**src/rtl/layer_mixer_if.sv**
```systemverilog
// -----------------------------------------------------------------------------
// layer_mixer_if
// Pixel-side bus of the layer mixer: the per-layer pen bus coming in, the
// synchronous palette RAM port, and the resolved pixel going out.
//
//   pen_valid         pen bus carries a pixel this cycle
//   pen_priority      packed priorities, layer i at [i*PRIO_BITS +: PRIO_BITS]
//   pen_palette       packed palette indices, layer i at [i*PAL_BITS +: PAL_BITS]
//   pen_color         packed 8-bit colour codes, 0 = transparent
//   palette_ram_addr  registered palette RAM read address
//   palette_ram_dout  palette RAM data, one cycle after the address
//   dout              resolved 16-bit pixel colour
//   dout_valid        dout holds a pixel
//   dout_layer        winning layer index; all-ones = background
//
// slave  : the mixer side.
// master : the pen source / palette RAM / pixel sink side.
// -----------------------------------------------------------------------------
interface layer_mixer_if #(
  parameter int NUM_LAYERS = 4,
  parameter int PRIO_BITS  = 2,
  parameter int PAL_BITS   = 6,
  parameter int ADDR_WIDTH = 15
);
  localparam int LAYER_W = $clog2(NUM_LAYERS) + 1;

  logic                            pen_valid;
  logic [NUM_LAYERS*PRIO_BITS-1:0] pen_priority;
  logic [NUM_LAYERS*PAL_BITS-1:0]  pen_palette;
  logic [NUM_LAYERS*8-1:0]         pen_color;
  logic [ADDR_WIDTH-1:0]           palette_ram_addr;
  logic [15:0]                     palette_ram_dout;
  logic [15:0]                     dout;
  logic                            dout_valid;
  logic [LAYER_W-1:0]              dout_layer;

  modport slave (
    input  pen_valid, pen_priority, pen_palette, pen_color, palette_ram_dout,
    output palette_ram_addr, dout, dout_valid, dout_layer
  );

  modport master (
    output pen_valid, pen_priority, pen_palette, pen_color, palette_ram_dout,
    input  palette_ram_addr, dout, dout_valid, dout_layer
  );
endinterface

```
**src/rtl/layer_mixer.sv**
```systemverilog
// -----------------------------------------------------------------------------
// layer_mixer
// Four-stage priority mixer. Each cycle it picks the opaque layer with the
// highest priority (ties to the higher layer index), forms its palette RAM
// address from the per-layer bank/granularity, reads the palette RAM and
// returns the colour.
//
//   stage 1  register pen bus + pen_valid
//   stage 2  resolve winner, register palette_ram_addr, layer tag, valid
//   stage 3  RAM read in flight; carry tag + valid
//   stage 4  register palette_ram_dout into dout, plus dout_layer/dout_valid
//
// Ports
//   clock            sole clock, all flops rise on it
//   reset            asynchronous, active-high
//   bus              layer_mixer_if.slave (pen bus, palette RAM, pixel out)
//   frame_start      one-cycle pulse; commits the shadow cfg_* values
//   cfg_enable       shadow per-layer enable mask
//   cfg_granularity  shadow per-layer mode, 2 bits each: 0=16, 1=64, 2/3=256
//   cfg_bank         shadow per-layer palette bank
//   cfg_bg_addr      shadow background palette address
// -----------------------------------------------------------------------------
module layer_mixer #(
  parameter int NUM_LAYERS = 4,
  parameter int PRIO_BITS  = 2,
  parameter int PAL_BITS   = 6,
  parameter int BANK_BITS  = 2,
  parameter int ADDR_WIDTH = 15
) (
  input  logic                            clock,
  input  logic                            reset,
  layer_mixer_if.slave                    bus,
  input  logic                            frame_start,
  input  logic [NUM_LAYERS-1:0]           cfg_enable,
  input  logic [NUM_LAYERS*2-1:0]         cfg_granularity,
  input  logic [NUM_LAYERS*BANK_BITS-1:0] cfg_bank,
  input  logic [ADDR_WIDTH-1:0]           cfg_bg_addr
);

  localparam int                 LAYER_W = $clog2(NUM_LAYERS) + 1;
  localparam logic [LAYER_W-1:0] BG_TAG  = '1;

  typedef enum logic [1:0] {
    GRAN_16  = 2'd0,
    GRAN_64  = 2'd1,
    GRAN_256 = 2'd2
  } gran_e;

  // ---------------------------------------------------------------------------
  // Active configuration. Loaded at the same edge as frame_start, so the pixel
  // captured into stage 1 on that edge is resolved with the new values one
  // edge later, while the pixel already in stage 1 still sees the old ones.
  // ---------------------------------------------------------------------------
  logic [NUM_LAYERS-1:0]           act_enable;
  logic [NUM_LAYERS*2-1:0]         act_granularity;
  logic [NUM_LAYERS*BANK_BITS-1:0] act_bank;
  logic [ADDR_WIDTH-1:0]           act_bg_addr;

  // NOTE: every clocked block uses non-blocking assignments so that all flops
  // sample their inputs as they were just before the edge.
  always_ff @(posedge clock or posedge reset) begin
    if (reset) begin
      act_enable      <= '1;
      act_granularity <= {NUM_LAYERS{GRAN_256}};
      act_bank        <= '0;
      act_bg_addr     <= '0;
    end else if (frame_start) begin
      act_enable      <= cfg_enable;
      act_granularity <= cfg_granularity;
      act_bank        <= cfg_bank;
      act_bg_addr     <= cfg_bg_addr;
    end
  end

  // ---------------------------------------------------------------------------
  // Stage 1: pen bus capture
  // ---------------------------------------------------------------------------
  logic                            s1_valid;
  logic [NUM_LAYERS*PRIO_BITS-1:0] s1_priority;
  logic [NUM_LAYERS*PAL_BITS-1:0]  s1_palette;
  logic [NUM_LAYERS*8-1:0]         s1_color;

  always_ff @(posedge clock or posedge reset) begin
    if (reset) begin
      s1_valid    <= 1'b0;
      s1_priority <= '0;
      s1_palette  <= '0;
      s1_color    <= '0;
    end else begin
      s1_valid    <= bus.pen_valid;
      s1_priority <= bus.pen_priority;
      s1_palette  <= bus.pen_palette;
      s1_color    <= bus.pen_color;
    end
  end

  // ---------------------------------------------------------------------------
  // Winner resolution and address formation
  // ---------------------------------------------------------------------------
  logic                  win_found;
  logic [LAYER_W-1:0]    win_idx;
  logic [PRIO_BITS-1:0]  win_prio;
  logic [BANK_BITS-1:0]  sel_bank;
  logic [PAL_BITS-1:0]   sel_pal;
  logic [7:0]            sel_color;
  logic [1:0]            sel_gran;
  logic [ADDR_WIDTH-1:0] win_addr;
  logic [ADDR_WIDTH-1:0] next_addr;
  logic [LAYER_W-1:0]    next_tag;

  // NOTE: every variable gets a default at the top of the block so no path
  // leaves one unassigned, which would otherwise infer a latch.
  always_comb begin
    win_found = 1'b0;
    win_idx   = '0;
    win_prio  = '0;
    sel_bank  = '0;
    sel_pal   = '0;
    sel_color = '0;
    sel_gran  = '0;

    // Ascending scan with >= lets a higher index take a priority tie.
    // Opacity looks at all 8 colour bits whatever the granularity.
    for (int i = 0; i < NUM_LAYERS; i++) begin
      if (act_enable[i] && (s1_color[i*8 +: 8] != 8'd0) &&
          (!win_found || (s1_priority[i*PRIO_BITS +: PRIO_BITS] >= win_prio))) begin
        win_found = 1'b1;
        win_idx   = LAYER_W'(i);
        win_prio  = s1_priority[i*PRIO_BITS +: PRIO_BITS];
        sel_bank  = act_bank[i*BANK_BITS +: BANK_BITS];
        sel_pal   = s1_palette[i*PAL_BITS +: PAL_BITS];
        sel_color = s1_color[i*8 +: 8];
        sel_gran  = act_granularity[i*2 +: 2];
      end
    end

    // {bank, palette, colour LSBs}; the size cast zero-extends or drops MSBs.
    case (sel_gran)
      GRAN_16: win_addr = ADDR_WIDTH'({sel_bank, sel_pal, sel_color[3:0]});
      GRAN_64: win_addr = ADDR_WIDTH'({sel_bank, sel_pal, sel_color[5:0]});
      default: win_addr = ADDR_WIDTH'({sel_bank, sel_pal, sel_color});
    endcase

    next_addr = win_found ? win_addr : act_bg_addr;
    next_tag  = win_found ? win_idx  : BG_TAG;
  end

  // ---------------------------------------------------------------------------
  // Stage 2: address register (updates every cycle, valid or not)
  // ---------------------------------------------------------------------------
  logic               s2_valid;
  logic [LAYER_W-1:0] s2_tag;

  always_ff @(posedge clock or posedge reset) begin
    if (reset) begin
      s2_valid             <= 1'b0;
      s2_tag               <= BG_TAG;
      bus.palette_ram_addr <= '0;
    end else begin
      s2_valid             <= s1_valid;
      s2_tag               <= next_tag;
      bus.palette_ram_addr <= next_addr;
    end
  end

  // ---------------------------------------------------------------------------
  // Stage 3: palette RAM read in flight
  // ---------------------------------------------------------------------------
  logic               s3_valid;
  logic [LAYER_W-1:0] s3_tag;

  always_ff @(posedge clock or posedge reset) begin
    if (reset) begin
      s3_valid <= 1'b0;
      s3_tag   <= BG_TAG;
    end else begin
      s3_valid <= s2_valid;
      s3_tag   <= s2_tag;
    end
  end

  // ---------------------------------------------------------------------------
  // Stage 4: output; colour and tag hold across bubbles
  // ---------------------------------------------------------------------------
  always_ff @(posedge clock or posedge reset) begin
    if (reset) begin
      bus.dout       <= '0;
      bus.dout_layer <= BG_TAG;
      bus.dout_valid <= 1'b0;
    end else begin
      bus.dout_valid <= s3_valid;
      if (s3_valid) begin
        bus.dout       <= bus.palette_ram_dout;
        bus.dout_layer <= s3_tag;
      end
    end
  end

endmodule

```
**src/flat_wrapper.sv**
```systemverilog
// flat-port wrapper written by rule: the top's interface ports become plain ports
module layer_mixer_flat 
#(
  parameter int NUM_LAYERS = 4,
  parameter int PRIO_BITS  = 2,
  parameter int PAL_BITS   = 6,
  parameter int BANK_BITS  = 2,
  parameter int ADDR_WIDTH = 15
)
  (clock, reset, frame_start, cfg_enable, cfg_granularity, cfg_bank, cfg_bg_addr, bus_pen_valid, bus_pen_priority, bus_pen_palette, bus_pen_color, bus_palette_ram_dout, bus_palette_ram_addr, bus_dout, bus_dout_valid, bus_dout_layer);
  layer_mixer_if #(.NUM_LAYERS(NUM_LAYERS), .PRIO_BITS(PRIO_BITS), .PAL_BITS(PAL_BITS), .ADDR_WIDTH(ADDR_WIDTH)) bus_i ();
  input  logic clock;
  input  logic reset;
  input  logic frame_start;
  input  logic [NUM_LAYERS-1:0] cfg_enable;
  input  logic [NUM_LAYERS*2-1:0] cfg_granularity;
  input  logic [NUM_LAYERS*BANK_BITS-1:0] cfg_bank;
  input  logic [ADDR_WIDTH-1:0] cfg_bg_addr;
  input wire logic [$bits(bus_i.pen_valid)-1:0] bus_pen_valid;
  input wire logic [$bits(bus_i.pen_priority)-1:0] bus_pen_priority;
  input wire logic [$bits(bus_i.pen_palette)-1:0] bus_pen_palette;
  input wire logic [$bits(bus_i.pen_color)-1:0] bus_pen_color;
  input wire logic [$bits(bus_i.palette_ram_dout)-1:0] bus_palette_ram_dout;
  output wire logic [$bits(bus_i.palette_ram_addr)-1:0] bus_palette_ram_addr;
  output wire logic [$bits(bus_i.dout)-1:0] bus_dout;
  output wire logic [$bits(bus_i.dout_valid)-1:0] bus_dout_valid;
  output wire logic [$bits(bus_i.dout_layer)-1:0] bus_dout_layer;
  assign bus_i.pen_valid = bus_pen_valid;
  assign bus_i.pen_priority = bus_pen_priority;
  assign bus_i.pen_palette = bus_pen_palette;
  assign bus_i.pen_color = bus_pen_color;
  assign bus_i.palette_ram_dout = bus_palette_ram_dout;
  assign bus_palette_ram_addr = bus_i.palette_ram_addr;
  assign bus_dout = bus_i.dout;
  assign bus_dout_valid = bus_i.dout_valid;
  assign bus_dout_layer = bus_i.dout_layer;
  layer_mixer #(.NUM_LAYERS(NUM_LAYERS), .PRIO_BITS(PRIO_BITS), .PAL_BITS(PAL_BITS), .BANK_BITS(BANK_BITS), .ADDR_WIDTH(ADDR_WIDTH)) u_core (.clock(clock), .reset(reset), .bus(bus_i), .frame_start(frame_start), .cfg_enable(cfg_enable), .cfg_granularity(cfg_granularity), .cfg_bank(cfg_bank), .cfg_bg_addr(cfg_bg_addr));
endmodule
```
**config.mk**
```make
export PLATFORM = sky130hd
export DESIGN_NAME = layer_mixer_flat
export DESIGN_NICKNAME = d
export VERILOG_FILES = /design/src/rtl/layer_mixer_if.sv /design/src/rtl/layer_mixer.sv /design/src/flat_wrapper.sv
export SDC_FILE = /design/constraint.sdc
export NUM_CORES = 1
export LEC_CHECK = 0
export CAP_MARGIN = 20
export CELL_PAD_IN_SITES_DETAIL_PLACEMENT = 0
export CELL_PAD_IN_SITES_GLOBAL_PLACEMENT = 1
export CORE_MARGIN = 2
export CORE_UTILIZATION = 39
export CTS_BUF_LIST = sky130_fd_sc_hd__clkbuf_8
export DETAILED_ROUTE_END_ITERATION = 12
export PLACE_DENSITY = 0.78
export SYNTH_ARGS = -nofsm -noshare
export SYNTH_HDL_FRONTEND = slang
export SYNTH_SLANG_ARGS = --single-unit
```
**constraint.sdc**
```tcl
create_clock -name clock -period 8.9 [get_ports clock]
set_clock_uncertainty 0.2 [all_clocks]
set_input_delay 2.225 -clock clock [delete_from_list [all_inputs] [get_ports clock]]
set_output_delay 2.225 -clock clock [all_outputs]
set_load 0.03 [all_outputs]
```
==> flow_summary.yaml, run 1 <==
timing:
  hold_viol_final: 0
  period_needed_ps: 8090
  slew_headroom_pct: 30.66
  rsz0062_at_grt: "false"
  fmax_mhz: 123.6
  timing.final.crit_share_pct: 90.90
  tightest_slew_ps: 1038
  setup-tns-final_ps: 0
  finalSetupViolCount: 0
  slew_viol_final: 0
power:
  max-vdd-ir-drop_mv: 0.1038
  p_comb_share_pct: 25.7
  p_sw_share_pct: 28.89
  intPower_uw: 1212
  powerDensity_mw_per_mm2: 223.4
  power_leakage_uw: 0.003214
  switchingPower_uw: 492.3
  clkPwrFrac_pct: 28.9
  seq_power_share_pct: 45.3
  total_power_uw: 1704
routing:
  wl_um: 13090
  num_vias: 3868
  antenna_left: 0
  drt_first_pass_iters: 5
  dr.first_iter.drc_count: 211
  via_per_inst: 5.116
  wl_per_cell_um: 17.31
  drc: 0
floorplanning:
  die_area_mm2: 0.01524
  core_area_mm2: 0.01393
  die_w_um: 123.5
  initial_core_util_pct: 39.95
  ios: 154
  std_cell_rows: 43
  die_height_um: 123.5
critical_path:
  required_ps: 9040
  regToRegStartpoint: "u_core.s1_color[3]$_DFF_PP0_"
  path_cells: "or4_1, o21a_2, and2_1, ha_1, nand2b_1, a21oi_1, a21oi_1, nor2_1, a21oi_1, ha_1, a21oi_1, o21ai_1, nand2_1, mux2_1, ha_1, nand2b_1, a21oi_1, o31ai_4, and2_1, o31ai_2, mux2i_1, a211oi_1"
  path_class: "register to register"
  crit_top_cell: "a21oi_1"
  endpoint_kind: "register"
  cp-start-kind: "register"
  max_stage_delay_ps: 950
  path_max_fanout: 25
  crit_path_start: "u_core.s1_color[3]$_DFF_PP0_"
  critPathArrivalTime_ps: 8230
  slowest_stage: "o31ai_2"
clocking:
  post_cts_buffers: 0
  cts_root_buf: "clkbuf_8"
  clk_latency_ps: 440
  clk_pin_slew_ps: 70
  cts.path.max_buffers: 2
  cts.sinks: 143
  cts_buffers: 17
  cts_tree: "built"
  cts.htree.levels: 4
  postCtsHoldBufs: 0
  cts_resized: 0
yosys:
  ys_seq_elements: 143
  synth-edff-count: 0
  syn_nets: 537
  ys_seq_area_share_pct: 64.67
  ys_top_cells_by_count: "126 x dfrtp_1, 52 x mux2_2, 23 x nand2_1, 19 x nand3_1, 17 x dfstp_2"
  syn-cell-area_mm2: 0.005567
  synth_most_common_cell: "dfrtp_1"
  synth_area_leader_cell: "dfrtp_1"
  avgSynthCellArea_um2: 13.51
  synth_warnings: 0
  synth_top_cell_area_share_pct: 56.64
  synth_cells: 412
  synth_area_leaders: "dfrtp_1 57%, mux2_2 11%, dfstp_2 8.0%, nand3_1 1.7%, o211a_1 1.6%"
  ys_types: 46
  synth_flop_cell: "dfrtp_1"
  synth-async-reset-ratio_pct: 100.0
layout:
  n_fill_cell: 1191
  area.sequential_mm2: 0.003600
  area_delta_synth_final_pct: 37.00
  diodes: 0
  multi_input_area_mm2: 0.001827
  nets: 688
  layout-drive-gt1-share_pct: 17.88
global_route:
  grt_pass1_vias: 4008
  antenna_found_initial: 0
  grt_pass1_wl_um: 20680
  grt_remaining_overflow: 0
  grt_max_degree: 96
  track_usage_pct: 18.38
run:
  drv_cap: 0
worst_hold_path:
  hp-class: "register to register"
  worstHoldStart: "u_core.s2_valid$_DFF_PP0_"
run_status:
  outcome: "complete, no violations"
placement:
  portBuffers: 153
  place_congestion: 0.8213
  hpwl_um: 9883
## cell families after synthesis
kind of cell / share of synthesized area (%)
flip-flops: 64.67
AND/OR/NAND/NOR: 7.957
AO/OA/AOI/OAI: 11.71
multiplexers: 11.80
buffers and inverters: 2.517
adder cells (fa/ha/maj): 1.349
## power groups by stage
stage | Combinational [µW] | Clock, µW | Sequential [µW]
6_report | 439 | 493 | 773
4_1_cts | 442 | 511 | 773
3_3_place_gp | 433 | 0 | 783
5_1_grt | 475 | 539 | 781
3_5_place_dp | 440 | 0 | 785
2_1_floorplan | 188 | 0 | 850
## worst max-delay path: cells and delay by family, from the launching register on
| family | cells | cell delay (ps) |
|---|---|---|
| adders and majority gates | 3 | 900 |
| muxes | 2 | 690 |
| AOI/OAI and AO/OA | 10 | 3510 |
| and+or+nand+nor | 7 | 2300 |
| DFF | 1 | 370 |
## through the flow
step	util (%)	instance area [µm²]	instances	setup slack, ps	hold slack (ps)
global route	54.73	7626	756	37.33	159.8
floorplan	-	5567	412	2201	131.2
global placement	51.96	7241	724	1227	132.0
finish	54.73	7626	756	810.1	149.4
CTS	54.73	7626	756	868.2	150.9
detailed placement	51.96	7241	724	941.6	134.7
## area by class of cell
| cell class | count | area share [%] |
|---|---|---|
| flip-flops and latches | 143 | 47.20 |
| multi-input cells | 237 | 23.95 |
| repair buffers | 156 | 20.38 |
| clock buffers | 18 | 3.249 |
| well taps | 180 | 2.953 |
| clock inverters | 14 | 1.805 |
| inverters | 8 | 0.4594 |
## flip-flops by register name, summed over array words and instances (netlist names)
register / count
u_core.s1_color: 32
u_core.s1_palette: 24
u_core.bus.dout: 16
u_core.act_bg_addr: 15
u_core.bus.palette_ram_addr: 15
u_core.act_bank: 8
u_core.act_granularity: 8
u_core.s1_priority: 8
u_core.act_enable: 4
u_core.bus.dout_layer: 3
u_core.s2_tag: 3
u_core.s3_tag: 3
u_core.bus.dout_valid: 1
u_core.s1_valid: 1
u_core.s2_valid: 1
u_core.s3_valid: 1
## cell usage in the layout (no fill, tap or decap), types with 6 or more instances in the layout
cell and n:
nand2_1 23, mux2_2 52, o31ai_1 10, clkdlybuf4s50_1 153, o21ai_1 9, a211oi_1 12
nor3_1 12, ha_1 6, nand3_1 19, a21oi_1 8, or4_1 7, clkbuf_8 18
mux2i_1 6, o211a_1 9, inv_1 14, nor2_1 13, dfrtp_1 126, dfstp_2 17
## per-layer routing
layer / share of wire, % / track usage (%) / routed length (µm) / vias to the layer above
li1: - / - / - / 1822
met1: 43 / 23.37 / 5615 / 1886
met2: 49 / 29.53 / 6428 / 146
met3: 6.7 / 5.673 / 873 / 14
met4: 1.3 / 6.960 / 172 / 0
met5: 0 / 0 / 0 / -
## final timing paths
kind | end | slack, ps | cells after the start
setup / recovery | u_core.bus.palette_ram_addr[9]$_DFF_PP0_ | 810 | 22
hold / removal | u_core.s3_valid$_DFF_PP0_ | 150 | 0
setup reg to reg | u_core.bus.palette_ram_addr[9]$_DFF_PP0_ | 810 | 22
hold reg to reg | u_core.s3_valid$_DFF_PP0_ | 150 | 0
max in group asynchronous | u_core.s1_palette[1]$_DFF_PP0_ | 5270 | 3
min in group asynchronous | u_core.act_bg_addr[12]$_DFFE_PP0P_ | 2120 | 2
(Power assumes the default switching activity.)
==> run 2: changes to the inputs <==
--- a/config.mk
+++ b/config.mk
@@ -12,6 +12,7 @@
 export CORE_UTILIZATION = 39
 export CTS_BUF_LIST = sky130_fd_sc_hd__clkbuf_8
 export DETAILED_ROUTE_END_ITERATION = 12
+export GPL_ROUTABILITY_DRIVEN = 0
 export PLACE_DENSITY = 0.78
 export SYNTH_ARGS = -nofsm -noshare
 export SYNTH_HDL_FRONTEND = slang
==> run 2 against run 1 <==
Net effect: cell count up 0.13%; utilization up 0.63 points; clock power up 19%; maximum frequency up 1.2%; largest power group unchanged; critical path type unchanged; via count down 0.34%; highest routed layer unchanged; clock-buffer cell count up 2; sequential share of layout area down 0.54 points; combinational power about the same; setup slack better by 98 ps; hold slack better by 8.3 ps.
==> flow_summary.yaml, run 2 (synthesized netlist as in run 1, its figures left out) <==
run_status:
  outcome: "complete, no violations"
layout:
  nets: 689
  top_register: "u_core.s1_color"
  layout-drive-gt1-share_pct: 19.06
  largest_reg_flops: 32
  area_delta_synth_final_pct: 38.57
  reg_top3: "u_core.s1_color (32), u_core.s1_palette (24), u_core.bus.dout (16)"
  utilization_pct: 55.36
  final_cell_mix: "153 x clkdlybuf4s50_1, 126 x dfrtp_1, 52 x mux2_2"
  n_fill_cell: 1147
  diodes: 0
  final_common_cell: "clkdlybuf4s50_1"
timing:
  tightest_slew_ps: 995.0
  setup-tns-final_ps: 0
  finalSetupViolCount: 0
  slew_headroom_pct: 33.53
  fmax_mhz: 125.1
  timing.final.crit_share_pct: 89.80
  period_needed_ps: 7992
  slew_viol_final: 0
  hold_ws_ps: 157.6
  hold_viol_final: 0
  rsz0062_at_grt: "false"
critical_path:
  path_class: "register to register"
  critPathArrivalTime_ps: 8140
  path_cells: "or4_1, o21a_2, and2_1, ha_1, nand2b_1, a21o_1, o21ai_1, mux2_2, ha_1, nand2b_1, a21oi_1, o21ai_1, nand2_1, mux2_1, ha_1, nand2b_1, a21oi_1, o31ai_4, and2_1, o31ai_2, mux2i_1, a211oi_1"
  required_ps: 9040
  slowest_stage: "o31ai_2"
  endpoint_kind: "register"
  max_stage_delay_ps: 950
  path_max_fanout: 25
  cp-start-kind: "register"
clocking:
  cts_root_buf: "clkbuf_8"
  post_cts_buffers: 0
  cts_buffers: 17
  clk_latency_ps: 440
  cts_tree: "built"
  cts_resized: 0
  cts.htree.levels: 4
  cts.path.max_buffers: 2
  postCtsHoldBufs: 0
  cts.sinks: 143
  clk_pin_slew_ps: 80
placement:
  hpwl_um: 9741
  portBuffers: 153
power:
  powerDensity_mw_per_mm2: 233.2
  power_leakage_uw: 0.003229
  max-vdd-ir-drop_mv: 0.1203
routing:
  wl_um: 13140
  antenna_left: 0
  via_per_inst: 5.092
  drt_first_pass_iters: 4
  wl_per_cell_um: 17.36
  drc: 0
  num_vias: 3855
  dr.first_iter.drc_count: 242
global_route:
  grt_remaining_overflow: 0
  grt_pass1_wl_um: 20780
  grt_pass1_vias: 4007
  track_usage_pct: 18.56
  grt_max_degree: 98
  antenna_found_initial: 0
floorplanning:
  core_area_mm2: 0.01393
  ios: 154
  std_cell_rows: 43
  initial_core_util_pct: 39.95
  die_height_um: 123.5
  die_w_um: 123.5
  die_area_mm2: 0.01524
run:
  drv_cap: 0
worst_hold_path:
  hp-class: "register to register"
[run 2: area by class of cell]
class	instances	area (µm²)	area share (%)
Clock buffer	20	275.3	3.569
Clock inverter	12	190.2	2.466
Inverter	8	35.03	0.4542
Multi-Input combinational cell	237	1827	23.68
Sequential cell	143	3600	46.67
Tap cell	180	225.2	2.920
Timing Repair Buffer	157	1562	20.24
[run 2: stage by stage]
step	cells	setup WS (ps)	area, µm²	power (µW)
finish	757	907.9	7714	1799
CTS	756	745.9	7706	1817
floorplan	412	2201	5567	1039
detailed placement	724	746.0	7241	1226
global placement	724	1230	7241	1216
global route	757	295.2	7714	1890
[run 2: worst paths after layout]
kind / end / from / cells after the start / slack, ps
setup / recovery: u_core.bus.palette_ram_addr[10]$_DFF_PP0_ / u_core.s1_color[3]$_DFF_PP0_ / 22 / 910
setup reg to reg: u_core.bus.palette_ram_addr[10]$_DFF_PP0_ / u_core.s1_color[3]$_DFF_PP0_ / 22 / 910
hold / removal: u_core.s2_valid$_DFF_PP0_ / u_core.s1_valid$_DFF_PP0_ / 0 / 160
max in group asynchronous: u_core.act_granularity[5]$_DFFE_PP1P_ / reset / 3 / 5280
min in group asynchronous: u_core.act_bg_addr[12]$_DFFE_PP0P_ / reset / 2 / 2100
hold reg to reg: u_core.s2_valid$_DFF_PP0_ / u_core.s1_valid$_DFF_PP0_ / 0 / 160
[run 2: metal layers]
| layer | part of all wire (%) | global-route usage [%] | vias up |
|---|---|---|---|
| met5 | 0 | 0 | - |
| met1 | 44 | 24.02 | 1879 |
| met2 | 49 | 29.09 | 146 |
| li1 | - | - | 1815 |
| met4 | 1.5 | 8.026 | 0 |
| met3 | 5.9 | 5.397 | 15 |
[run 2: worst max-delay path, delay by kind of cell, from the launching register on]
family | cells | cell delay [ps]
compound gates | 9 | 3170
fa+ha+maj | 3 | 830
flops | 1 | 380
mux | 3 | 1110
simple gates | 7 | 2190
[run 2: report_power, final]
part           internal, µW  leakage (µW)  switching, µW
clock network           353      0.000233            233
registers               734       0.00166           38.4
logic                   204       0.00134            238
